**src/rtl/sdr_dsp_pkg.sv**
```systemverilog
// Shared DSP definitions for the CIC compensation chain: FSM states, accumulator
// sizing, the default inverse-sinc^5 coefficient ROM and the round/saturate helper.
package sdr_dsp_pkg;

    localparam int DEF_COEF_W = 12;

    typedef enum logic [1:0] {
        ST_IDLE = 2'd0,
        ST_MAC  = 2'd1,
        ST_OUT  = 2'd2
    } fir_state_e;

    function automatic int acc_width(input int ntaps, input int coef_w);
        return 8 + coef_w + $clog2(ntaps);
    endfunction

    // 16-tap symmetric compensator, sum 2048; alternating side lobes lift the CIC droop
    function automatic logic signed [DEF_COEF_W-1:0] comp_coef(input int k);
        int idx;
        logic signed [DEF_COEF_W-1:0] c;
        idx = k % 16;
        if (idx > 7) begin
            idx = 15 - idx;
        end else begin
            idx = idx;
        end
        case (idx)
            0:       c = -12'sd1;
            1:       c = 12'sd3;
            2:       c = -12'sd6;
            3:       c = 12'sd12;
            4:       c = -12'sd22;
            5:       c = 12'sd42;
            6:       c = -12'sd96;
            7:       c = 12'sd1092;
            default: c = 12'sd0;
        endcase
        return c;
    endfunction

    function automatic logic signed [47:0] round_sat(input logic signed [47:0] acc,
                                                     input int shift, input int out_w);
        logic signed [47:0] r;
        logic signed [47:0] hi;
        logic signed [47:0] lo;
        if (shift > 0) begin
            r = (acc + (48'sd1 <<< (shift - 1))) >>> shift;
        end else begin
            r = acc;
        end
        hi = (48'sd1 <<< (out_w - 1)) - 48'sd1;
        lo = -(48'sd1 <<< (out_w - 1));
        if (r > hi) begin
            r = hi;
        end else if (r < lo) begin
            r = lo;
        end else begin
            r = r;
        end
        return r;
    endfunction

endpackage

```
**src/rtl/comp_mac.sv**
```systemverilog
// Multiply-accumulate datapath of the compensating FIR: one tap product per cycle,
// then round-half-up, shift and saturate into the registered output.
module comp_mac
    import sdr_dsp_pkg::*;
#(
    parameter int NTAPS  = 16,
    parameter int COEF_W = DEF_COEF_W,
    parameter int SHIFT  = 3,
    parameter int OUT_W  = 16
) (
    input  logic                     clk,
    input  logic                     rst,
    input  logic                     clr,
    input  logic                     en,
    input  logic                     out_en,
    input  logic signed [COEF_W-1:0] coef,
    input  logic signed [7:0]        sample,
    output logic signed [OUT_W-1:0]  d_out,
    output logic                     d_valid
);
    localparam int AW  = acc_width(NTAPS, COEF_W);
    localparam int PRW = 8 + COEF_W;

    logic signed [PRW-1:0] prod_s;
    logic signed [AW-1:0]  acc_r;

    assign prod_s = PRW'(sample) * PRW'(coef);

    // Accumulator and output register; reset abandons any partial sum
    always_ff @(posedge clk) begin
        if (!rst) begin
            acc_r   <= {AW{1'b0}};
            d_out   <= {OUT_W{1'b0}};
            d_valid <= 1'b0;
        end else begin
            d_valid <= out_en;
            if (clr) begin
                acc_r <= {AW{1'b0}};
            end else if (en) begin
                acc_r <= acc_r + AW'(prod_s);
            end else begin
                acc_r <= acc_r;
            end
            if (out_en) begin
                d_out <= OUT_W'(round_sat(48'(acc_r), SHIFT, OUT_W));
            end else begin
                d_out <= d_out;
            end
        end
    end

endmodule

```
**src/rtl/cic_comp_fir.sv**
```systemverilog
// Compensating FIR decimator behind the CIC: captures samples on d_clk rising edges
// into a circular buffer and runs one time-multiplexed MAC pass per output.
module cic_comp_fir
    import sdr_dsp_pkg::*;
#(
    parameter int NTAPS  = 16,
    parameter int COEF_W = DEF_COEF_W,
    parameter int DECIM  = 2,
    parameter int SHIFT  = 3,
    parameter int OUT_W  = 16
) (
    input  logic                    clk,
    input  logic                    rst,
    input  logic                    d_clk,
    input  logic signed [7:0]       d_in,
    output logic signed [OUT_W-1:0] d_out,
    output logic                    d_valid,
    output logic                    busy,
    output logic                    overrun
);
    localparam int PW = $clog2(NTAPS);

    logic                    d_clk_q_r;
    logic                    armed_r;
    logic signed [7:0]       samp_buf_r [NTAPS];
    logic [PW-1:0]           wr_ptr_r;
    logic [PW-1:0]           newest_r;
    logic [PW-1:0]           k_r;
    logic [1:0]              phase_r;
    fir_state_e              state_r;
    fir_state_e              state_nxt_s;
    logic                    strobe_s;
    logic                    accept_s;
    logic                    start_s;
    logic                    acc_clr_s;
    logic                    acc_en_s;
    logic                    out_en_s;
    logic [PW-1:0]           rd_idx_s;
    logic signed [COEF_W-1:0] coef_s;

    // armed_r blocks a d_clk that was already high when reset released
    assign strobe_s = d_clk & ~d_clk_q_r & armed_r;
    assign accept_s = strobe_s & ~busy;
    assign start_s  = accept_s & (phase_r == 2'(DECIM - 1));
    assign rd_idx_s = newest_r - k_r;
    assign coef_s   = COEF_W'(comp_coef(int'(k_r)));

    // Edge detect, sample buffer, write pointer, decimation phase and overrun flag
    always_ff @(posedge clk) begin
        if (!rst) begin
            d_clk_q_r <= 1'b0;
            armed_r   <= 1'b0;
            wr_ptr_r  <= {PW{1'b0}};
            newest_r  <= {PW{1'b0}};
            phase_r   <= 2'd0;
            overrun   <= 1'b0;
            for (int i = 0; i < NTAPS; i++) begin
                samp_buf_r[i] <= 8'sd0;
            end
        end else begin
            d_clk_q_r <= d_clk;
            armed_r   <= armed_r | ~d_clk;
            overrun   <= overrun | (strobe_s & busy);
            if (accept_s) begin
                samp_buf_r[wr_ptr_r] <= d_in;
                newest_r             <= wr_ptr_r;
                wr_ptr_r             <= wr_ptr_r + PW'(1);
                phase_r              <= (phase_r == 2'(DECIM - 1)) ? 2'd0 : phase_r + 2'd1;
            end
        end
    end

    // FSM state, tap counter and busy register
    always_ff @(posedge clk) begin
        if (!rst) begin
            state_r <= ST_IDLE;
            k_r     <= {PW{1'b0}};
            busy    <= 1'b0;
        end else begin
            state_r <= state_nxt_s;
            k_r     <= (state_r == ST_MAC) ? k_r + PW'(1) : {PW{1'b0}};
            busy    <= (state_nxt_s != ST_IDLE);
        end
    end

    // Next-state and MAC control decode
    always_comb begin
        state_nxt_s = state_r;
        acc_clr_s   = 1'b0;
        acc_en_s    = 1'b0;
        out_en_s    = 1'b0;
        case (state_r)
            ST_IDLE: begin
                if (start_s) begin
                    state_nxt_s = ST_MAC;
                    acc_clr_s   = 1'b1;
                end else begin
                    state_nxt_s = ST_IDLE;
                end
            end
            ST_MAC: begin
                acc_en_s = 1'b1;
                if (k_r == PW'(NTAPS - 1)) begin
                    state_nxt_s = ST_OUT;
                end else begin
                    state_nxt_s = ST_MAC;
                end
            end
            ST_OUT: begin
                out_en_s    = 1'b1;
                state_nxt_s = ST_IDLE;
            end
            default: begin
                state_nxt_s = ST_IDLE;
            end
        endcase
    end

    comp_mac #(
        .NTAPS  (NTAPS),
        .COEF_W (COEF_W),
        .SHIFT  (SHIFT),
        .OUT_W  (OUT_W)
    ) u_mac (
        .clk     (clk),
        .rst     (rst),
        .clr     (acc_clr_s),
        .en      (acc_en_s),
        .out_en  (out_en_s),
        .coef    (coef_s),
        .sample  (samp_buf_r[rd_idx_s]),
        .d_out   (d_out),
        .d_valid (d_valid)
    );

endmodule

```
**config.mk**
```make
export PLATFORM = sky130hd
export DESIGN_NAME = cic_comp_fir
export DESIGN_NICKNAME = d
export VERILOG_FILES = /design/src/rtl/sdr_dsp_pkg.sv /design/src/rtl/comp_mac.sv /design/src/rtl/cic_comp_fir.sv
export SDC_FILE = /design/constraint.sdc
export NUM_CORES = 1
export LEC_CHECK = 0
export CAP_MARGIN = 5
export CORE_MARGIN = 4
export CORE_UTILIZATION = 27
export CTS_BUF_LIST = sky130_fd_sc_hd__clkbuf_4
export DETAILED_ROUTE_END_ITERATION = 7
export GPL_TIMING_DRIVEN = 1
export PLACE_DENSITY = 0.44
export SLEW_MARGIN = 20
export SYNTH_ARGS = -nofsm -noshare
export SYNTH_HDL_FRONTEND = slang
export SYNTH_HIERARCHICAL = 1
export SYNTH_SLANG_ARGS = --single-unit
```
**constraint.sdc**
```tcl
create_clock -name clk -period 18.4 [get_ports clk]
set_input_delay 5.52 -clock clk [delete_from_list [all_inputs] [get_ports clk]]
set_output_delay 5.52 -clock clk [all_outputs]
set_load 0.05 [all_outputs]
```
-- Word level (Yosys, flattened, before mapping)
Memory sizes are Yosys's and may differ from the RTL's.
Index checks and enable logic that the tools add are counted.
W data, S select, Z words.
- flip-flop bits (word level): 61
- bits in writable memories: 128
- bits in read-only memories: 96
- logic and storage cells: 67
- memories kept: 2
- memories (name ; depth ; width ; rd ports ; clocked after memory_dff ; wr ports ; RTL line ; RTL):
    samp_buf_r ; 16 ; 8 ; 1 ; 0 ; 16 ; cic_comp_fir.sv:25 ; logic signed [7:0] samp_buf_r [NTAPS];
    (no name shown) ; 8 ; 12 ; 1 ; 0 ; 0 ; sdr_dsp_pkg.sv:27 ; case (idx)
- add/sub/neg operators: 7
- multiply operators: 1
- magnitude comparators: 3
- equal/unequal tests: 4
- muxes and demuxes: 21
- bitwise logic cells: 11
- reductions and logical operators: 6
- operators with widths (kind ; count):
    $mux W48 ; 2
    $gt A48 B16 Y1 const B ; 1
    $lt A48 B16 Y1 const B ; 1
    $mux W16 ; 2
    $mux W32 ; 1
    $logic_not A29 Y1 ; 1
    $add A24 B4 Y25 const B ; 1
    $add A24 B20 Y24 ; 1
    $mul A8 B12 Y20 ; 1
    $mux W12 ; 1
    $mux W1 ; 10
    $add A4 B1 Y4 const B ; 2
    $mux W8 ; 1
    $reduce_or A8 Y1 ; 1
    $and A1 B1 Y1 ; 5
    $sub A4 B4 Y5 const A ; 1
    $eq A2 B1 Y1 const B ; 2
    $eq A4 B4 Y1 const B ; 1
    $gt A4 B3 Y1 const B ; 1
    $mux W2 ; 2
    $mux W4 ; 1
    $not A1 Y1 ; 4
    $pmux W2 S2 ; 1
    $sub A4 B4 Y4 ; 1
    other kinds (7) ; 8

-- Depth between registers and ports, before layout
- depth in word-level cells: 9
- mapped depth: 30
- mapped depth without buffers: 28

-- By module
Netlist, hierarchy kept.
- modules (own cells, without submodules) (module ; instances ; cells each ; area each (um^2) ; seq. area each (um^2)):
    cic_comp_fir ; 1 ; 566 ; 7257.0 ; 4244.1
    comp_mac ; 1 ; 702 ; 6545.0 ; 820.8

-- Worst setup path before layout
Ideal clock, no wire load.
- kind: in2reg
- from: input d_clk
- to: memory samp_buf_r[5][0], enable pin
- setup time: 384 ps
- data arrival time: 6884 ps
- data required time: 18016 ps
- path slack: 11132 ps
- cell stages on the path: 6
- path buffers: 2
- cells stage by stage: and4bb_1 -> buf_4 -> nand2_1 -> or2_1 -> buf_6 -> o21ai_0
- RTL lines (element ; RTL line ; RTL):
    start: declaration ; cic_comp_fir.sv:14 ; input logic d_clk,
    end: declaration ; cic_comp_fir.sv:25 ;

-- Worst setup path in the final report
- from: register k_r[0]
- to: register u_mac.acc_r[17]
- longest elaborated chain between the ends: 6
- elaborated cells between the ends (all ways): 10
- those cells by class: add/sub: 3; mul: 1; order compare: 1; mux: 2; reduce/logical: 1; memory: 2
- ends and longest elaborated chain (element ; RTL line ; RTL):
    start: declaration ; cic_comp_fir.sv:28 ; logic [PW-1:0] k_r;
    start signal: assignment ; cic_comp_fir.sv:77 ; k_r <= {PW{1'b0}};
    start signal: assignment ; cic_comp_fir.sv:81 ; k_r <= (state_r == ST_MAC) ? k_r + PW'(1) : {PW{1'b0}};
    $sub A4 B4 Y5 or $gt A4 B3 Y1 (tied branches) ; sdr_dsp_pkg.sv:23, sdr_dsp_pkg.sv:22 ;
    $mux W32 ; sdr_dsp_pkg.sv:22 ; if (idx > 7) begin
    $mem_v2 Z8 W12 or $logic_not A29 Y1 (tied branches) ; -- ;
    $mux W12 ; sdr_dsp_pkg.sv:27 ;
    $mul A8 B12 Y20 (*) ; comp_mac.sv:27 ; assign prod_s = PRW'(sample) * PRW'(coef);
    $add A24 B20 Y24 (*) ; comp_mac.sv:40 ; acc_r <= acc_r + AW'(prod_s);
    end signal: assignment ; comp_mac.sv:32 ; acc_r <= {AW{1'b0}};
    end signal: assignment ; comp_mac.sv:40 ;
    end signal: assignment ; comp_mac.sv:42 ; acc_r <= acc_r;
    end: declaration ; comp_mac.sv:25 ; logic signed [AW-1:0] acc_r;
Every way passes the cells marked *; elsewhere a longest branch is shown, timed or not.
A chain may end at the register's enable or synchronous reset.

==> flow_summary.yaml <==
drt:
  drc: 0
  drt-initial-drc-count: 430
  ant_nets: 0
  via_count: 8755
  viasPerCell: 4.465
  wl_um: 32060
  post_drt_wl_per_cell_um: 16.35
  dr.pass1.iters: 5
cts:
  ctsLongestPathBuffers: 2
  cts_resized: 0
  htree_levels: 4
  ctsRootBufferMaster: "clkbuf_4"
  cts_num_sinks: 189
  cts_tree: "built"
  cts_setup_buffers: 0
  insertion_delay_ns: 0.63
  hold_buffers: 0
  cts_buffers: 17
  path_clk_slew_ns: 0.16
run:
  maxCapViolCount: 0
sta:
  finalSetupViolations: 0
  finClkSkew_ns: 0.02700
  drv_slew: 0
  rsz0062_at_grt: "false"
  fmax_mhz: 116.7
  slew_headroom_pct: 28.11
  min_period_ns: 8.566
  tightest_slew_ns: 1.067
  post-route-period-util_pct: 46.56
  hold_slack_ns: 0.4927
  setup_ws_ns: 9.834
  fin_setup_tns_ns: 0
  hold_violations: 0
finish:
  area_growth_pct: 8.775
  drive_above_1_share_pct: 8.773
  fin_nets: 1468
critical_path:
  worstSetupPathType: "reg2reg"
  path_common_cell: "fa_1"
  max_stage_delay_ns: 0.79
  critPathArrivalTime_ns: 9.15
  r2r_end: "u_mac/acc_r[17]$_SDFFE_PP0P_"
  reg2reg_slack_ns: 9.83
  crit_chain: "ha_1 > inv_1 > fa_4 > buf_4 > mux2_2 > o22ai_1 > a221oi_1 > mux2_2 > and2_1 > fa_1 > fa_1 > inv_1 > fa_1 > inv_1 > fa_1 > ha_1 > ha_1 > nor4_1 > o211ai_1 > a31oi_1 > a21o_1 > a21boi_0 > a211oi_1 > a31o_2"
  required_ns: 18.98
  setup.worst_path.end_class: "flop"
  rr_startpoint: "k_r[0]$_SDFF_PN0_"
  critPathSlowestCell: "buf_4"
  worstPathMaxFanout: 64
  reg2regPathDepth: 24
  critPathLaunchType: "flop"
yosys:
  netlist_instances: 1268
  synth_edf_count: 128
  synth_seq_area_share_pct: 36.70
  ys_types: 72
  yosys_most_used_dff: "edfxtp_1"
  synthArstFlopShare_pct: 0
  avgSynthCellArea_um2: 10.88
  ys_warn_count: 6
  netlist_area_mm2: 0.01380
  synth_seq_cells: 189
  synth_fp_nets: 1461
floorplanning:
  ios: 30
  num_rows: 82
  die_h_um: 234.1
  die_x_um: 234.1
  design.core.area_mm2: 0.05038
  dieArea_mm2: 0.05480
  start_util_pct: 27.40
pwr:
  swShare_pct: 43.93
  combPwrFrac_pct: 63.8
  ir_drop_v: 0.0001095
  internal_power_uw: 1131
  switchingPower_uw: 886.2
  power.leakage_uw: 0.005974
  seqPwrFrac_pct: 23.6
  p_clk_share_pct: 12.6
  power_density_mw_per_mm2: 134.4
placement:
  numPortBuffers: 29
  hpwl_um: 23870
  pre_cts_ws_ns: 9.725
  globalplace.congestion: 0.7898
run_status:
  status: "finished, final reports clean"
global_route:
  grt_pass1_vias: 9135
  grt_start_max_net_pins: 65
  grt_util_all_layers_pct: 12.49
  overflow: 0
  grt_pass1_wl_um: 52720
  antenna_found_initial: 2
worst_hold_path:
  hold_path.class: "reg2reg"
  min_to: "u_mac/d_out[7]$_SDFFE_PN0P_"
  hold_depth: 2
  min_from: "u_mac/d_out[7]$_SDFFE_PN0P_"
==> worst max path at each step <==
stage                            from                              end  slack (ns)  depth (start not counted)
CTS                 k_r[0]$_SDFF_PN0_     u_mac/acc_r[17]$_SDFFE_PP0P_        9.70                         24
finish              k_r[0]$_SDFF_PN0_     u_mac/acc_r[17]$_SDFFE_PP0P_        9.83                         24
global placement                d_clk  samp_buf_r[15][0]$_SDFFCE_PN0P_        9.78                          4
global route        k_r[0]$_SDFF_PN0_     u_mac/acc_r[21]$_SDFFE_PP0P_        9.18                         22
detailed placement  k_r[0]$_SDFF_PN0_     u_mac/acc_r[17]$_SDFFE_PP0P_        9.73                         24
floorplan                       d_clk   samp_buf_r[5][0]$_SDFFCE_PN0P_       11.13                          6
==> cells in the final DEF (no fill, tap or decap), types with 6 or more instances in the layout <==
cell type,Yosys,layout
inv_1,138,138
nand3_1,19,19
fa_1,117,116
dfxtp_1,61,61
nor2b_1,12,10
and2_1,182,182
xnor2_1,35,35
o22ai_1,16,16
mux2i_1,46,46
o211ai_1,7,7
buf_4,2,8
xor2_1,10,10
clkbuf_4,0,18
clkdlybuf4s50_1,0,29
a21oi_1,20,20
edfxtp_1,128,128
and3_1,9,9
ha_1,65,65
nand2_1,93,93
a21o_1,9,9
o21ai_0,34,23
nand2b_1,8,8
nor4_1,7,7
a221oi_1,17,17
mux2_2,40,40
o211ai_2,10,10
o21ai_1,0,10
nor2_1,58,58
nor3_1,7,7
a31oi_1,6,6
==> routing by layer <==
layer  share of wire (%)  routed length [um]  global-route usage, %  up-vias
li1                    -                   -                      -     4286
met1                  49               15690                  17.64     4355
met2                  47               15120                  20.13       92
met3                 2.1                 683                  1.640       22
met4                 1.7                 560                  3.583        0
met5                   0                   0                      0        -
==> synthesized netlist by cell type, drive strengths merged, types with 20 or more instances <==
cell type  count  share of area (%)
nor2          62                1.9
inv          138                3.8
mux2          40                3.3
xnor2         36                2.3
dfxtp         61                8.8
edfxtp       128                 28
mux2i         46                3.3
clkbuf        28               0.83
fa           117                 17
buf           21                1.4
and2         182                8.2
nand2         95                2.6
nand3         21               0.94
ha            65                5.9
o21ai         35                1.4
a21oi         20               0.73
==> stage by stage <==
| stage | cells | util (%) | total power [uW] | area (um2) |
|---|---|---|---|---|
| final | 1961 | 29.80 | 2018 | 15010 |
| after global routing | 1961 | 29.80 | 2275 | 15010 |
| after CTS | 1960 | 29.79 | 2051 | 15010 |
| after detailed placement | 1928 | 29.17 | 1779 | 14700 |
| after global placement | 1928 | 29.17 | 1791 | 14700 |
| after floorplan | 1268 | - | 1501 | 13800 |
==> power groups by stage <==
stage          clock (uW)  combinational, uW  sequential, uW
2_1_floorplan           0               1020             482
3_3_place_gp            0               1300             487
3_5_place_dp            0               1290             487
4_1_cts               264               1310             477
5_1_grt               282               1510             479
6_report              253               1290             477
==> area by class of cell <==
type / instances / area, um2
Clock inverter: 14 / 177.7
Tap cell: 672 / 840.8
Clock buffer: 18 / 135.1
Multi-Input combinational cell: 890 / 7916
Sequential cell: 189 / 5065
Fill cell: 5171 / 35360
Inverter: 140 / 525.5
Antenna cell: 1 / 2.502
Timing Repair Buffer: 37 / 350.3
==> cells by family (layout without fill, tap and decap cells) <==
logic type / after synthesis / count (layout) / share of synthesized area [%]
adder cells (fa/ha/maj): 182 / 182 / 22.86
AO/OA/AOI/OAI: 146 / 146 / 7.497
buffers and inverters: 189 / 209 / 6.065
XOR/XNOR: 47 / 47 / 3.091
multiplexers: 86 / 86 / 6.600
AND/OR/NAND/NOR: 429 / 429 / 17.19
other: 0 / 1 / 0
flip-flops: 189 / 189 / 36.70
==> registers in the layout, indices dropped and copies added, names as in the netlist, 2 cells and up <==
name / count
u_mac/acc_r: 24
state_r: 2
newest_r: 4
samp_buf_r: 128
phase_r: 2
u_mac/d_out: 16
wr_ptr_r: 4
k_r: 4
==> critical path: cells and delay by family, from the launching register on <==
| kind | cells | cell delay [ns] |
|---|---|---|
| buffers and inverters | 4 | 0.95 |
| DFF | 1 | 0.62 |
| AOI/OAI and AO/OA | 8 | 1.60 |
| muxes | 2 | 0.75 |
| and+or+nand+nor | 2 | 1.07 |
| adders and majority gates | 8 | 3.54 |
No activity file was read; power rests on OpenSTA's default activity.
